==> src/rtl/shift_sequencer.sv <==
// shift_sequencer: iterative 1-bit-per-cycle shifter for the execute stage.
// It decodes R-type shifts (SLL/SRL/SRA and their variable forms), sequences
// the shift across IDLE -> SHIFT -> DONE, and tells the ALU B-operand mux to
// pick the shift result (code 2'b11) during the DONE cycle.
module shift_sequencer #(
    parameter int WIDTH = 32,
    parameter int AMT_W = 5
) (
    input  logic             clk,
    input  logic             rst,
    input  logic             start,
    input  logic [5:0]       opcode,
    input  logic [5:0]       funct,
    input  logic [AMT_W-1:0] shamt,
    input  logic [WIDTH-1:0] rs_val,
    input  logic [WIDTH-1:0] rt_val,
    output logic             is_shift,
    output logic             busy,
    output logic             stall,
    output logic             done,
    output logic [WIDTH-1:0] result,
    output logic [1:0]       sel_operaB1
);

    typedef enum logic [1:0] {
        IDLE  = 2'b00,
        SHIFT = 2'b01,
        DONE  = 2'b10
    } state_t;

    localparam logic [5:0] OP_RTYPE = 6'h00;
    localparam logic [5:0] F_SLL    = 6'h00;
    localparam logic [5:0] F_SRL    = 6'h02;
    localparam logic [5:0] F_SRA    = 6'h03;
    localparam logic [5:0] F_SLLV   = 6'h04;
    localparam logic [5:0] F_SRLV   = 6'h06;
    localparam logic [5:0] F_SRAV   = 6'h07;

    localparam logic [1:0] SEL_SHIFT = 2'b11;
    localparam logic [1:0] SEL_NONE  = 2'b00;

    state_t           state, state_nx;
    logic [WIDTH-1:0] data, data_nx;
    logic [AMT_W-1:0] cnt, cnt_nx;
    logic             left, left_nx;
    logic             arith, arith_nx;

    logic             dec_left;
    logic             dec_arith;
    logic             dec_var;
    logic [AMT_W-1:0] amount;
    logic             accept;
    logic [WIDTH-1:0] data_step;

    // Only the low AMT_W bits of rs select the amount; the rest are don't-care.
    logic             rs_hi_unused;
    assign rs_hi_unused = ^rs_val[WIDTH-1:AMT_W];

    // Instruction decode: which shift, which direction, where the amount comes from.
    always_comb begin
        is_shift  = 1'b0;
        dec_left  = 1'b0;
        dec_arith = 1'b0;
        dec_var   = 1'b0;
        if (opcode == OP_RTYPE) begin
            case (funct)
                F_SLL:  begin is_shift = 1'b1; dec_left = 1'b1; end
                F_SRL:  begin is_shift = 1'b1; end
                F_SRA:  begin is_shift = 1'b1; dec_arith = 1'b1; end
                F_SLLV: begin is_shift = 1'b1; dec_left = 1'b1; dec_var = 1'b1; end
                F_SRLV: begin is_shift = 1'b1; dec_var = 1'b1; end
                F_SRAV: begin is_shift = 1'b1; dec_arith = 1'b1; dec_var = 1'b1; end
                default: ;
            endcase
        end
    end

    assign amount = dec_var ? rs_val[AMT_W-1:0] : shamt;

    // A new op may issue from IDLE or straight out of DONE; SHIFT ignores start.
    assign accept = start && is_shift && (state != SHIFT);

    // One shift step. In the arithmetic case data[WIDTH-1] still holds the
    // captured sign, since every previous step re-filled it with itself.
    always_comb begin
        if (left)
            data_step = {data[WIDTH-2:0], 1'b0};
        else
            data_step = {arith & data[WIDTH-1], data[WIDTH-1:1]};
    end

    // Next-state and datapath-update logic.
    always_comb begin
        state_nx = state;
        data_nx  = data;
        cnt_nx   = cnt;
        left_nx  = left;
        arith_nx = arith;
        case (state)
            IDLE, DONE: begin
                if (accept) begin
                    data_nx  = rt_val;
                    cnt_nx   = amount;
                    left_nx  = dec_left;
                    arith_nx = dec_arith;
                    state_nx = (amount == '0) ? DONE : SHIFT;
                end else begin
                    state_nx = IDLE;
                end
            end
            SHIFT: begin
                data_nx = data_step;
                cnt_nx  = cnt - 1'b1;
                if (cnt == AMT_W'(1))
                    state_nx = DONE;
            end
            default: state_nx = IDLE;
        endcase
    end

    // State and datapath registers; reset drops any in-flight shift.
    always_ff @(posedge clk or posedge rst) begin
        if (rst) begin
            state <= IDLE;
            data  <= '0;
            cnt   <= '0;
            left  <= 1'b0;
            arith <= 1'b0;
        end else begin
            state <= state_nx;
            data  <= data_nx;
            cnt   <= cnt_nx;
            left  <= left_nx;
            arith <= arith_nx;
        end
    end

    // Mux select is registered so it lines up exactly with the DONE cycle.
    always_ff @(posedge clk or posedge rst) begin
        if (rst)
            sel_operaB1 <= SEL_NONE;
        else
            sel_operaB1 <= (state_nx == DONE) ? SEL_SHIFT : SEL_NONE;
    end

    assign busy   = (state == SHIFT) || (state == DONE);
    assign stall  = (state == SHIFT);
    assign done   = (state == DONE);
    assign result = data;

endmodule

==> config.mk <==
export PLATFORM = sky130hd
export DESIGN_NAME = shift_sequencer
export DESIGN_NICKNAME = d
export VERILOG_FILES = /design/src/rtl/shift_sequencer.sv
export SDC_FILE = /design/constraint.sdc
export NUM_CORES = 1
export LEC_CHECK = 0
export ABC_AREA = 0
export BUFFER_PORTS_ARGS = -buffer_cell sky130_fd_sc_hd__buf_2
export CAP_MARGIN = 20
export CORE_MARGIN = 5
export CORE_UTILIZATION = 50
export DETAILED_ROUTE_END_ITERATION = 8
export PLACE_DENSITY = 0.91
export SLEW_MARGIN = 15
export SYNTH_ARGS = -nofsm -noshare
export SYNTH_HDL_FRONTEND = slang
export SYNTH_SLANG_ARGS = --single-unit
export TNS_END_PERCENT = 20
==> constraint.sdc <==
create_clock -name clk -period 6.7 [get_ports clk]
set_input_delay 0 -clock clk [delete_from_list [all_inputs] [get_ports clk]]
set_output_delay 0 -clock clk [all_outputs]
set_load 0.005 [all_outputs]
# [Yosys cells after proc, flatten, opt, wreduce, memory -nomap -nowiden]
# Cells that the tools add are included.
[totals] reg_bits=43 in_bits=84 out_inout_bits=38 elab_cells=53
[op_classes] add_sub_neg=1 eq_ne=11 mux=19 n_bitwise=1 reduce_logical=15
[op_table] operator="$mux 32" n=2
[op_table] operator="$pmux 32 s2" n=1
[op_table] operator="$eq 6x3->1 const B" n=3
[op_table] operator="$eq 6x2->1 const B" n=2
[op_table] operator="$logic_not 6->1" n=2
[op_table] operator="$mux 5" n=2
[op_table] operator="$pmux 5 s2" n=1
[op_table] operator="$mux 1" n=8
[op_table] operator="$mux 2" n=4
[op_table] operator="$reduce_or 2->1" n=3
[op_table] operator="$reduce_or 6->1" n=1
[op_table] operator="$eq 5x1->1 const B" n=1
[op_table] operator="$logic_not 5->1" n=1
[op_table] operator="$sub 5x1->5 const B" n=1
[op_table] operator="$eq 2x2->1 const B" n=2
[op_table] operator="$pmux 2 s2" n=1
[op_table] operator="$reduce_and 2->1" n=2
[op_table] operator="$reduce_or 3->1" n=1
[op_table] operator="$eq 2x1->1 const B" n=1
[op_table] operator="$logic_and 1x1->1" n=2
[op_table] operator="$logic_not 2->1" n=1
[op_table] operator="$ne 2x1->1 const B" n=1
[op_table] operator="$ne 2x2->1 const B" n=1
[op_table] operator="$reduce_bool 2->1" n=1
[op_table] operator="2 further kinds" n=2

# [Depth between registers and ports, before layout]
# Gate-level depths: netlist (run 1).
[logic_depth] depth_word=11 ltp_mapped=9 depth_no_buf=7

# [Least setup slack after synthesis (run 1)]
# No wires, ideal clock.
[synth_path] kind="register to register" startpoint="reg state[1]" endpoint="reg cnt[0]" setup_time_ns=0.095 arrival_ns=2.094 required_time_ns=6.605 path_slack_ns=4.510 path_stages_with_launch=10 n_path_buf=2 synth_period_minus_slack_ns=2.190 path_cell_list="dfrtp_1 inv_1 ha_1 clkbuf_1 clkinv_1 and3_1 a21boi_1 clkbuf_1 a21oi_1 o31ai_1"
[synth_via] word_cells_on_any_way=10 cone_classes="4 x eq/ne; 1 x mux; 5 x reduce/logical"
[synth_lines] element="start: declaration" line_no="42" text="state_t state, state_nx;"
[synth_lines] element="start signal: assignment" line_no="130" text="state <= state_nx;"
[synth_lines] element="$eq 2x1->1 (*)"
[synth_lines] element="via stall" line_no="19" text="output logic stall,"
[synth_lines] element="$reduce_bool 2->1 (no source line)"
[synth_lines] element="$reduce_and 2->1 (no source line)"
[synth_lines] element="end signal: assignment" line_no="132" text="cnt <= cnt_nx;"
[synth_lines] element="end: declaration" line_no="44" text="logic [AMT_W-1:0] cnt, cnt_nx;"
# The timed path passes the listed nets; every way through them passes the cells marked *.
# A chain may end at the register's enable or synchronous reset.

# [Worst setup path in the final report (run 1)]
[layout_path] startpoint="reg state[1]" endpoint="reg left"
[layout_via] elab_chain_len=3 word_cells_on_any_way=6 cone_classes="2 x eq/ne; 4 x reduce/logical"
[layout_lines] element="$eq 2x2->1 (tied with other cells)" line_no="99" text="case (state)"
[layout_lines] element="$reduce_or 2->1 / $logic_and 1x1->1 (equally long branches)" line_no="99, 81"
[layout_lines] element="$reduce_and 2->1 (no source line) (*)"
[layout_lines] element="end signal: assignment" line_no="133" text="left <= left_nx;"
[layout_lines] element="end: declaration" line_no="45" text="logic left, left_nx;"
# Every way passes the cells marked *; elsewhere a longest branch is shown, timed or not.

==> metrics.csv, run 1 <==
stage,metric,value,unit
timing,rsz0062_at_grt,no,
finish,final_cell_mix,"94 x buf_2, 41 x nand2_1, 41 x dfrtp_1",
clock_network,clock_latency,290,ps
power_and_ir_drop,power.leakage,1.54,nW
critical_path,cp_num_buf_inv,4,
routing,wl_met3,347,um
logic_synthesis,ys_types,36,
logic_synthesis,yosysWarnings,0,
finish,drive_above_1_share,0.284,
finish,layout.nets,488,
timing,fmax,354,MHz
critical_path,max_stage_delay,560,ps
finish,syn2layout_area_growth,30.4,%
finish,design_area,3290,um2
logic_synthesis,netlist_instances,298,
logic_synthesis,netlist_area,2530,um2
clock_network,cts_tree,yes,
floorplanning,die_w,81.1,um
logic_synthesis,synth-edff-count,0,
grt,antenna_found_initial,0,
power_and_ir_drop,fin_total_pwr,0.506,mW
logic_synthesis,synth_ff_type,dfrtp_1,
routing,num_vias,2458,
critical_path,crit_family,buffers and inverters,
place,dp_hpwl,4.59,mm
place,placed_cells,440,
floorplanning,initial_core_util,0.524,
timing,finalSetupTns,0,ps
routing,drc,0,
critical_path,cpMaxStageDelayCell,dlygate4sd3_1,
logic_synthesis,ys_seq_area_frac,0.416,
critical_path,arrival,3060,ps
grt,gr-total-overflow,0,
floorplanning,core-area,4820,um2
logic_synthesis,ys_ff_latch,42,
hold_path,hold_class,input pin to flip-flop,
clock_network,cts_buffers,5,
critical_path,end_kind,flip-flop,
clock_network,cts_sinks,42,
critical_path,worst-path-max-fanout,45,
critical_path,crit_required,6930,ps
grt,track_usage,0.215,
critical_path,crit_chain,inv_1 -> ha_1 -> inv_2 -> buf_12 -> o2111ai_1 -> or3_1 -> dlygate4sd3_1 -> nand2_1,
timing,whs,7.38,ps
place,place_ws,3800,ps
routing,dr.pass1.iters,4,
clock_network,clk_pin_slew,80,ps
floorplanning,fp-row-count,25,
logic_synthesis,async_flop_share,1.00,
power_and_ir_drop,p_per_area,154,nW/um2
floorplanning,io_pins,122,
timing,slew_violations,0,
routing,post_drt_wl_per_cell,14.6,um
timing,tightest_slew,929,ps
timing,finalCritPeriodShare,0.422,
logic_synthesis,syn_nets,388,
status,status,"finished, final reports clean",
finish,stdcell_count,465,
timing,max_slew_margin,0.380,
clock_network,clock-root-buffer,clkbuf_8,
grt,grt_pass1_vias,2370,
job,cap_violations,0,
floorplanning,die_h,81.1,um
clock_network,cts_max_level,2,
floorplanning,dieArea,6570,um2
routing,drt_wl_total,6.80,mm
routing,highest_layer,met4,
place,place.gp.congestion,0.895,
timing,setup-violations-final,0,
clock_network,clk_path_buf_depth,2,
place,placed_area,3020,um2
finish,seq_area,1050,um2
power_and_ir_drop,ir_worst_vdd,0.119,mV
routing,drt-met1-wl,2.82,mm
critical_path,critical_path_class,flip-flop to flip-flop,
grt,grt_pass1_wl,11.1,mm
finish,final_common_cell,buf_2,
timing,finClkSkew,7.14,ps
logic_synthesis,synth.avg_cell_area,8.48,um2
finish,diodes,0,
routing,ant_nets,0,
routing,viasPerCell,5.29,
routing,first_iter_violations,87,
clock_network,post_cts_buffers,0,
place,portBuffers,94,
timing,min_period,2830,ps
finish,fillers,416,
critical_path,startpoint_type,flip-flop,
timing,finalWorstSetupSlack,3870,ps
timing,hold_violations,0,
grt,grt_max_degree,73,
routing,wl_met2,3.51,mm
finish,final_core_util,0.684,
finish,multiInputGateArea,1370,um2
## where the power goes
| group | internal, mW | switching, mW | total (mW) | leakage, nW |
|---|---|---|---|---|
| registers | 0.263 | 0.0118 | 0.275 | 0.574 |
| clock network | 0.0818 | 0.0801 | 0.162 | 0.0443 |
| logic | 0.0387 | 0.0302 | 0.0690 | 0.924 |
| total | 0.384 | 0.122 | 0.506 | 1.54 |
## repair_timing
item	4_1_cts	5_1_grt
gates resized for setup	0	0
hold buffers	17	0
hold endpoints to repair	57	0
## cell usage after synthesis (all sizes together), types with 2 or more instances
cell / instances / area (um2)
mux2i: 33 / 330
a21oi: 36 / 180
nor3b: 2 / 15.0
ha: 6 / 75.1
buf: 2 / 18.8
mux2: 2 / 26.3
and3: 3 / 20.0
dfrtp: 42 / 1050
clkbuf: 19 / 71.3
or4: 4 / 37.5
nor2: 38 / 143
or3: 3 / 18.8
inv: 6 / 22.5
nor3: 6 / 30.0
o21ai: 39 / 195
nand2: 41 / 154
## logic make-up (layout without fill, tap and decap cells)
family / count (synthesis) / count (layout) / share of synthesized area
AOI/OAI and AO/OA: 86 / 86 / 0.184
buffers and inverters: 28 / 128 / 0.0461
adders and majority gates: 6 / 6 / 0.0297
muxes: 35 / 35 / 0.141
DFF: 42 / 42 / 0.416
and+or+nand+nor: 101 / 101 / 0.183
## worst paths after layout
path                       cells after the start          startpoint                      to  slack (ps)
setup / recovery                               8  state[1]$_DFF_PP0_        left$_DFFE_PP0P_        3870
hold / removal                                 3          rt_val[12]  result[12]$_DFFE_PP0P_           7
setup reg to reg                               8  state[1]$_DFF_PP0_        left$_DFFE_PP0P_        3870
hold reg to reg                                2   arith$_DFFE_PP0P_       arith$_DFFE_PP0P_         520
max in group asynchronous                      4                 rst        left$_DFFE_PP0P_        5950
min in group asynchronous                      4                 rst  result[30]$_DFFE_PP0P_         370
## metal layers
layer  GRT usage  vias up
met5           0        -
met4      0.0912        0
met3      0.0421       13
met2       0.375       82
met1       0.258     1135
li1            -     1228
## flip-flops by register name, summed over array words and instances, names as in the netlist
name / flops
cnt: 5
sel_operaB1: 1
state: 2
left: 1
result: 32
arith: 1
## worst reg2reg max path: cells and delay by family, from the launching register on
| family | cells | cell delay (ps) |
|---|---|---|
| buffers and inverters | 4 | 1310 |
| DFF | 1 | 430 |
| and+or+nand+nor | 2 | 440 |
| adders and majority gates | 1 | 320 |
| AOI/OAI and AO/OA | 1 | 270 |
## final cells by class
cell class,count,share of cell area
Clock buffer,7,0.0262
Tap cell,67,0.0254
Sequential cell,42,0.319
Inverter,7,0.00798
Timing Repair Buffer,114,0.205
Multi-Input combinational cell,228,0.416
(Power assumes the default switching activity.)
==> run 2: changes to the inputs <==
--- a/config.mk
+++ b/config.mk
@@ -9,9 +9,9 @@
 export BUFFER_PORTS_ARGS = -buffer_cell sky130_fd_sc_hd__buf_2
 export CAP_MARGIN = 20
 export CORE_MARGIN = 5
-export CORE_UTILIZATION = 50
+export CORE_UTILIZATION = 47
 export DETAILED_ROUTE_END_ITERATION = 8
-export PLACE_DENSITY = 0.91
+export PLACE_DENSITY = 0.86
 export SLEW_MARGIN = 15
 export SYNTH_ARGS = -nofsm -noshare
 export SYNTH_HDL_FRONTEND = slang
==> constraint.sdc (replaced) <==
create_clock -name clk -period 2.9 [get_ports clk]
set_input_delay 0 -clock clk [delete_from_list [all_inputs] [get_ports clk]]
set_output_delay 0 -clock clk [all_outputs]
set_load 0.005 [all_outputs]
==> run 2 against run 1 <==
Against the previous run: combinational power grew 110%; sequential power up 130%; via count down 2.5%; worst hold slack got worse by 1.6 ps; non-clock buffer count fell by 10; worst setup slack got worse by 3300 ps; power rose by 150%; clock skew about the same; first-iteration DRC count increased by 22%.
==> metrics.csv, run 2 (synthesis gave the netlist of run 1 again) <==
stage,metric,value,unit
clock_network,post_cts_buffers,0,
critical_path,r2r-start,state[1]$_DFF_PP0_,
routing,drt_wl_total,6.21,mm
timing,finalCritPeriodShare,0.810,
place,dp_hpwl,4.60,mm
timing,fmax,426,MHz
timing,tightest_slew,927,ps
critical_path,worst-path-max-fanout,70,
routing,drc,0,
hold_path,min_to,result[27]$_DFFE_PP0P_,
timing,rsz0062_at_grt,no,
finish,seq_area,1050,um2
power_and_ir_drop,p_sw,0.283,mW
critical_path,arrival,2570,ps
grt,grt_pass1_wl,10.5,mm
critical_path,max_stage_delay,520,ps
power_and_ir_drop,clkPwrFrac,0.373,
floorplanning,io_pins,122,
routing,viasPerCell,5.23,
place,placed_cells,445,
critical_path,worst-r2r-cell-count,7,
critical_path,critical_path_class,flip-flop to flip-flop,
floorplanning,die_w,83.3,um
finish,drive_above_1_share,0.296,
clock_network,cts_max_level,2,
critical_path,rr_endpoint,left$_DFFE_PP0P_,
critical_path,crit_chain,inv_1 -> ha_1 -> inv_2 -> buf_4 -> o2111ai_1 -> or3_1 -> nand2_1,
floorplanning,fp-row-count,26,
clock_network,clock_latency,280,ps
grt,grt_pass1_vias,2270,
routing,ant_nets,0,
power_and_ir_drop,power.leakage,1.51,nW
place,place.gp.congestion,0.763,
timing,hold_violations,0,
power_and_ir_drop,sequentialPowerShare,0.509,
finish,final_cell_mix,"94 x buf_2, 41 x nand2_1, 41 x dfrtp_1",
timing,finalSetupTns,0,ps
grt,grt_max_degree,71,
grt,track_usage,0.178,
finish,stdcell_count,458,
routing,first_iter_violations,106,
clock_network,clk_pin_slew,80,ps
clock_network,cts_buffers,5,
finish,multiInputGateArea,1370,um2
routing,dr.pass1.iters,4,
critical_path,end_kind,flip-flop,
power_and_ir_drop,p_per_area,388,nW/um2
routing,post_drt_wl_per_cell,13.6,um
clock_network,cts_sinks,42,
finish,largest_reg_flops,32,
place,portBuffers,94,
floorplanning,core-area,5170,um2
timing,min_period,2350,ps
hold_path,hold_class,input pin to flip-flop,
finish,final_core_util,0.620,
floorplanning,dieArea,6940,um2
power_and_ir_drop,combPwrFrac,0.118,
hold_path,min_from,rt_val[27],
hold_path,hold_depth,3,
finish,diodes,0,
grt,antenna_found_initial,0,
power_and_ir_drop,power.internal,0.964,mW
critical_path,reg2reg_slack,550,ps
clock_network,clk_path_buf_depth,2,
routing,num_vias,2396,
clock_network,cts_resized,0,
finish,layout.nets,478,
critical_path,cpMaxStageDelayCell,buf_4,
power_and_ir_drop,swShare,0.227,
timing,setup-violations-final,0,
clock_network,cts_tree,yes,
job,cap_violations,0,
critical_path,crit_required,3120,ps
timing,max_slew_margin,0.382,
critical_path,startpoint_type,flip-flop,
finish,syn2layout_area_growth,27.0,%
status,status,"finished, final reports clean",
timing,slew_violations,0,
power_and_ir_drop,ir_worst_vdd,0.174,mV
clock_network,ctsHoldBuffers,6,
finish,fillers,444,
timing,finClkSkew,7.21,ps
floorplanning,die_h,83.3,um
finish,final_common_cell,buf_2,
floorplanning,initial_core_util,0.488,
clock_network,clock-root-buffer,clkbuf_8,
grt,gr-total-overflow,0,
run 2: cell type report:
cell class | instances | share of cell area
clock inverters | 1 | 0.00936
multi-input cells | 228 | 0.427
clock buffers | 6 | 0.0257
repair buffers | 104 | 0.175
flip-flops and latches | 42 | 0.328
inverters | 7 | 0.00819
well taps | 70 | 0.0273
run 2: power by group through the flow:
stage | combinational (mW) | clock [mW] | sequential [mW]
finish | 0.148 | 0.465 | 0.634
global route | 0.168 | 0.503 | 0.639
CTS | 0.150 | 0.477 | 0.634
detailed placement | 0.143 | 0 | 0.646
global placement | 0.137 | 0 | 0.644
floorplan | 0.0692 | 0 | 0.640
run 2: stage by stage:
| step | instance area [um2] | worst slack [ps] | total power [mW] | hold WS [ps] |
|---|---|---|---|---|
| global placement | 3040 | 667 | 0.781 | 169 |
| finish | 3210 | 552 | 1.25 | 5.82 |
| detailed placement | 3040 | 577 | 0.789 | 172 |
| global route | 3210 | 407 | 1.31 | 9.61 |
| floorplan | 2530 | 710 | 0.709 | 136 |
| CTS | 3210 | 568 | 1.26 | 2.13 |
run 2: worst max path at each step:
stage	endpoint	startpoint	depth (start not counted)
2_1_floorplan	cnt[0]$_DFFE_PP0P_	state[1]$_DFF_PP0_	9
3_3_place_gp	left$_DFFE_PP0P_	state[1]$_DFF_PP0_	7
3_5_place_dp	left$_DFFE_PP0P_	state[1]$_DFF_PP0_	7
4_1_cts	left$_DFFE_PP0P_	state[1]$_DFF_PP0_	7
5_1_grt	left$_DFFE_PP0P_	state[1]$_DFF_PP0_	7
6_report	left$_DFFE_PP0P_	state[1]$_DFF_PP0_	7
run 2: layer usage:
layer / vias to the layer above / GRT usage / share of wire
met2: 70 / 0.307 / 0.50
met1: 1104 / 0.222 / 0.43
li1: 1216 / - / -
met5: - / 0 / 0
met3: 6 / 0.0465 / 0.065
met4: 0 / 0.0386 / 0.0064
run 2: worst max-delay path: cells and delay by family (launching register included):
family	cells	cell delay, ps
AO/OA/AOI/OAI	1	380
adder cells (fa/ha/maj)	1	320
buffers and inverters	3	690
flip-flops	1	410
AND/OR/NAND/NOR	2	490
==> run 3: changes to the inputs <==
==> constraint.sdc (replaced) <==
create_clock -name clk -period 2.4 [get_ports clk]
set_input_delay 0 -clock clk [delete_from_list [all_inputs] [get_ports clk]]
set_output_delay 0 -clock clk [all_outputs]
set_load 0.005 [all_outputs]
==> run 3 against run 2 <==
Against the previous run: clock skew about the same; maximum frequency rose by 18%; first-iteration DRC count decreased by 4.7%.
==> metrics.csv, run 3 (synthesis gave the netlist of run 1 again) <==
stage,metric,value,unit
grt,grt_max_degree,43,
critical_path,startpoint_type,flip-flop,
grt,grt_pass1_vias,2439,
timing,rsz0062_at_grt,no,
timing,fmax,505,MHz
timing,finalCritPeriodShare,0.826,
floorplanning,initial_core_util,0.488,
routing,post_drt_wl_per_cell,13.8,um
grt,grt_pass1_wl,10.8,mm
routing,drt_wl_total,6.35,mm
timing,finClkSkew,6.81,ps
clock_network,cts_resized,0,
critical_path,max_stage_delay,420,ps
clock_network,ctsHoldBuffers,6,
finish,syn2layout_area_growth,29.4,%
power_and_ir_drop,p_per_area,491,nW/um2
grt,track_usage,0.184,
place,portBuffers,94,
critical_path,end_kind,flip-flop,
floorplanning,core-area,5170,um2
job,cap_violations,0,
clock_network,clock-root-buffer,clkbuf_8,
routing,dr.pass1.iters,4,
clock_network,cts_tree,yes,
finish,diodes,0,
timing,hold_violations,0,
grt,antenna_found_initial,0,
floorplanning,dieArea,6940,um2
grt,gr-total-overflow,0,
routing,viasPerCell,5.30,
timing,slew_violations,0,
timing,tightest_slew,528,ps
power_and_ir_drop,ir_worst_vdd,0.325,mV
floorplanning,io_pins,122,
place,place.gp.congestion,0.809,
critical_path,crit_chain,inv_1 -> ha_1 -> inv_2 -> buf_4 -> buf_4 -> nor2_1 -> a21oi_1 -> o21ai_0,
finish,final_common_cell,buf_2,
critical_path,crit_required,2560,ps
finish,final_cell_mix,"94 x buf_2, 41 x nand2_1, 41 x dfrtp_1",
finish,drive_above_1_share,0.304,
timing,whs,4.63,ps
routing,first_iter_violations,101,
routing,drc,0,
grt,grtUsageMet2,0.339,
critical_path,arrival,2140,ps
clock_network,cts_buffers,5,
timing,finalSetupTns,0,ps
grt,top_usage_layer,met2,
critical_path,path_common_cell,buf_4,
hold_path,hold_class,input pin to flip-flop,
clock_network,cts_max_level,2,
grt,use_met3,0.0495,
clock_network,clock_latency,290,ps
routing,num_vias,2450,
timing,max_slew_margin,0.648,
clock_network,clk_pin_slew,80,ps
critical_path,critical_path_class,flip-flop to flip-flop,
critical_path,reg2reg_slack,420,ps
place,dp_hpwl,4.75,mm
floorplanning,fp-row-count,26,
clock_network,cts_sinks,42,
critical_path,worst-r2r-cell-count,8,
timing,min_period,1980,ps
clock_network,clk_path_buf_depth,2,
finish,layout.nets,481,
critical_path,cpMaxStageDelayCell,dfrtp_1,
critical_path,worst-path-max-fanout,39,
grt,met1_usage,0.207,
clock_network,post_cts_buffers,0,
routing,ant_nets,0,
status,status,"finished, final reports clean",
power_and_ir_drop,power.leakage,1.54,nW
floorplanning,die_h,83.3,um
finish,largest_reg_flops,32,
timing,setup-violations-final,0,
hold_path,hold_depth,3,
floorplanning,die_w,83.3,um
## run 3: cell types whose count changed in the layout (fill, tap and decap cells not counted), sizes merged
cell / change
buf: +3
clkinv: +1
bufinv: +1
clkbuf: -1
## run 3: worst paths after layout
kind                                     from                      to
setup reg to reg           state[1]$_DFF_PP0_  result[17]$_DFFE_PP0P_
hold / removal                      rt_val[5]   result[5]$_DFFE_PP0P_
max in group asynchronous                 rst        left$_DFFE_PP0P_
hold reg to reg             arith$_DFFE_PP0P_       arith$_DFFE_PP0P_
setup / recovery           state[1]$_DFF_PP0_  result[17]$_DFFE_PP0P_
min in group asynchronous                 rst  result[16]$_DFFE_PP0P_
## run 3: worst max-delay path: cells and delay by family, from the launching register on
family | cells | cell delay (ps)
and+or+nand+nor | 1 | 100
DFF | 1 | 420
adders and majority gates | 1 | 210
AOI/OAI and AO/OA | 2 | 260
buffers and inverters | 4 | 860
## run 3: routing by layer
metal / up-vias / part of all wire / wire (um)
met1: 1146 / 0.40 / 2570
met2: 69 / 0.52 / 3310
met5: - / 0 / 0
met3: 8 / 0.062 / 391
met4: 0 / 0.013 / 81
li1: 1227 / - / -
## run 3: layout make-up
type	instances	area (um2)
timing repair buffer	107	596
fill	444	1900
clock buffer	5	68.8
sequential	42	1050
clock inverter	3	68.8
inverter	7	26.3
multi-input combinational	228	1370
tap	70	87.6
## run 3: per-stage QoR
stage | std cells | worst slack, ps | utilization | instance area [um2] | power, mW
3_3_place_gp | 448 | 388 | 0.594 | 3070 | 0.945
5_1_grt | 462 | 271 | 0.632 | 3270 | 1.69
2_1_floorplan | 298 | 210 | - | 2530 | 0.857
3_5_place_dp | 448 | 366 | 0.594 | 3070 | 0.954
6_report | 462 | 418 | 0.632 | 3270 | 1.60
4_1_cts | 462 | 455 | 0.632 | 3270 | 1.62
## run 3: power by group
group / internal [mW] / leakage [nW] / switching [mW]
combinational: 0.0977 / 0.898 / 0.0828
sequential: 0.734 / 0.574 / 0.0303
clock: 0.417 / 0.0683 / 0.242
total: 1.25 / 1.54 / 0.355
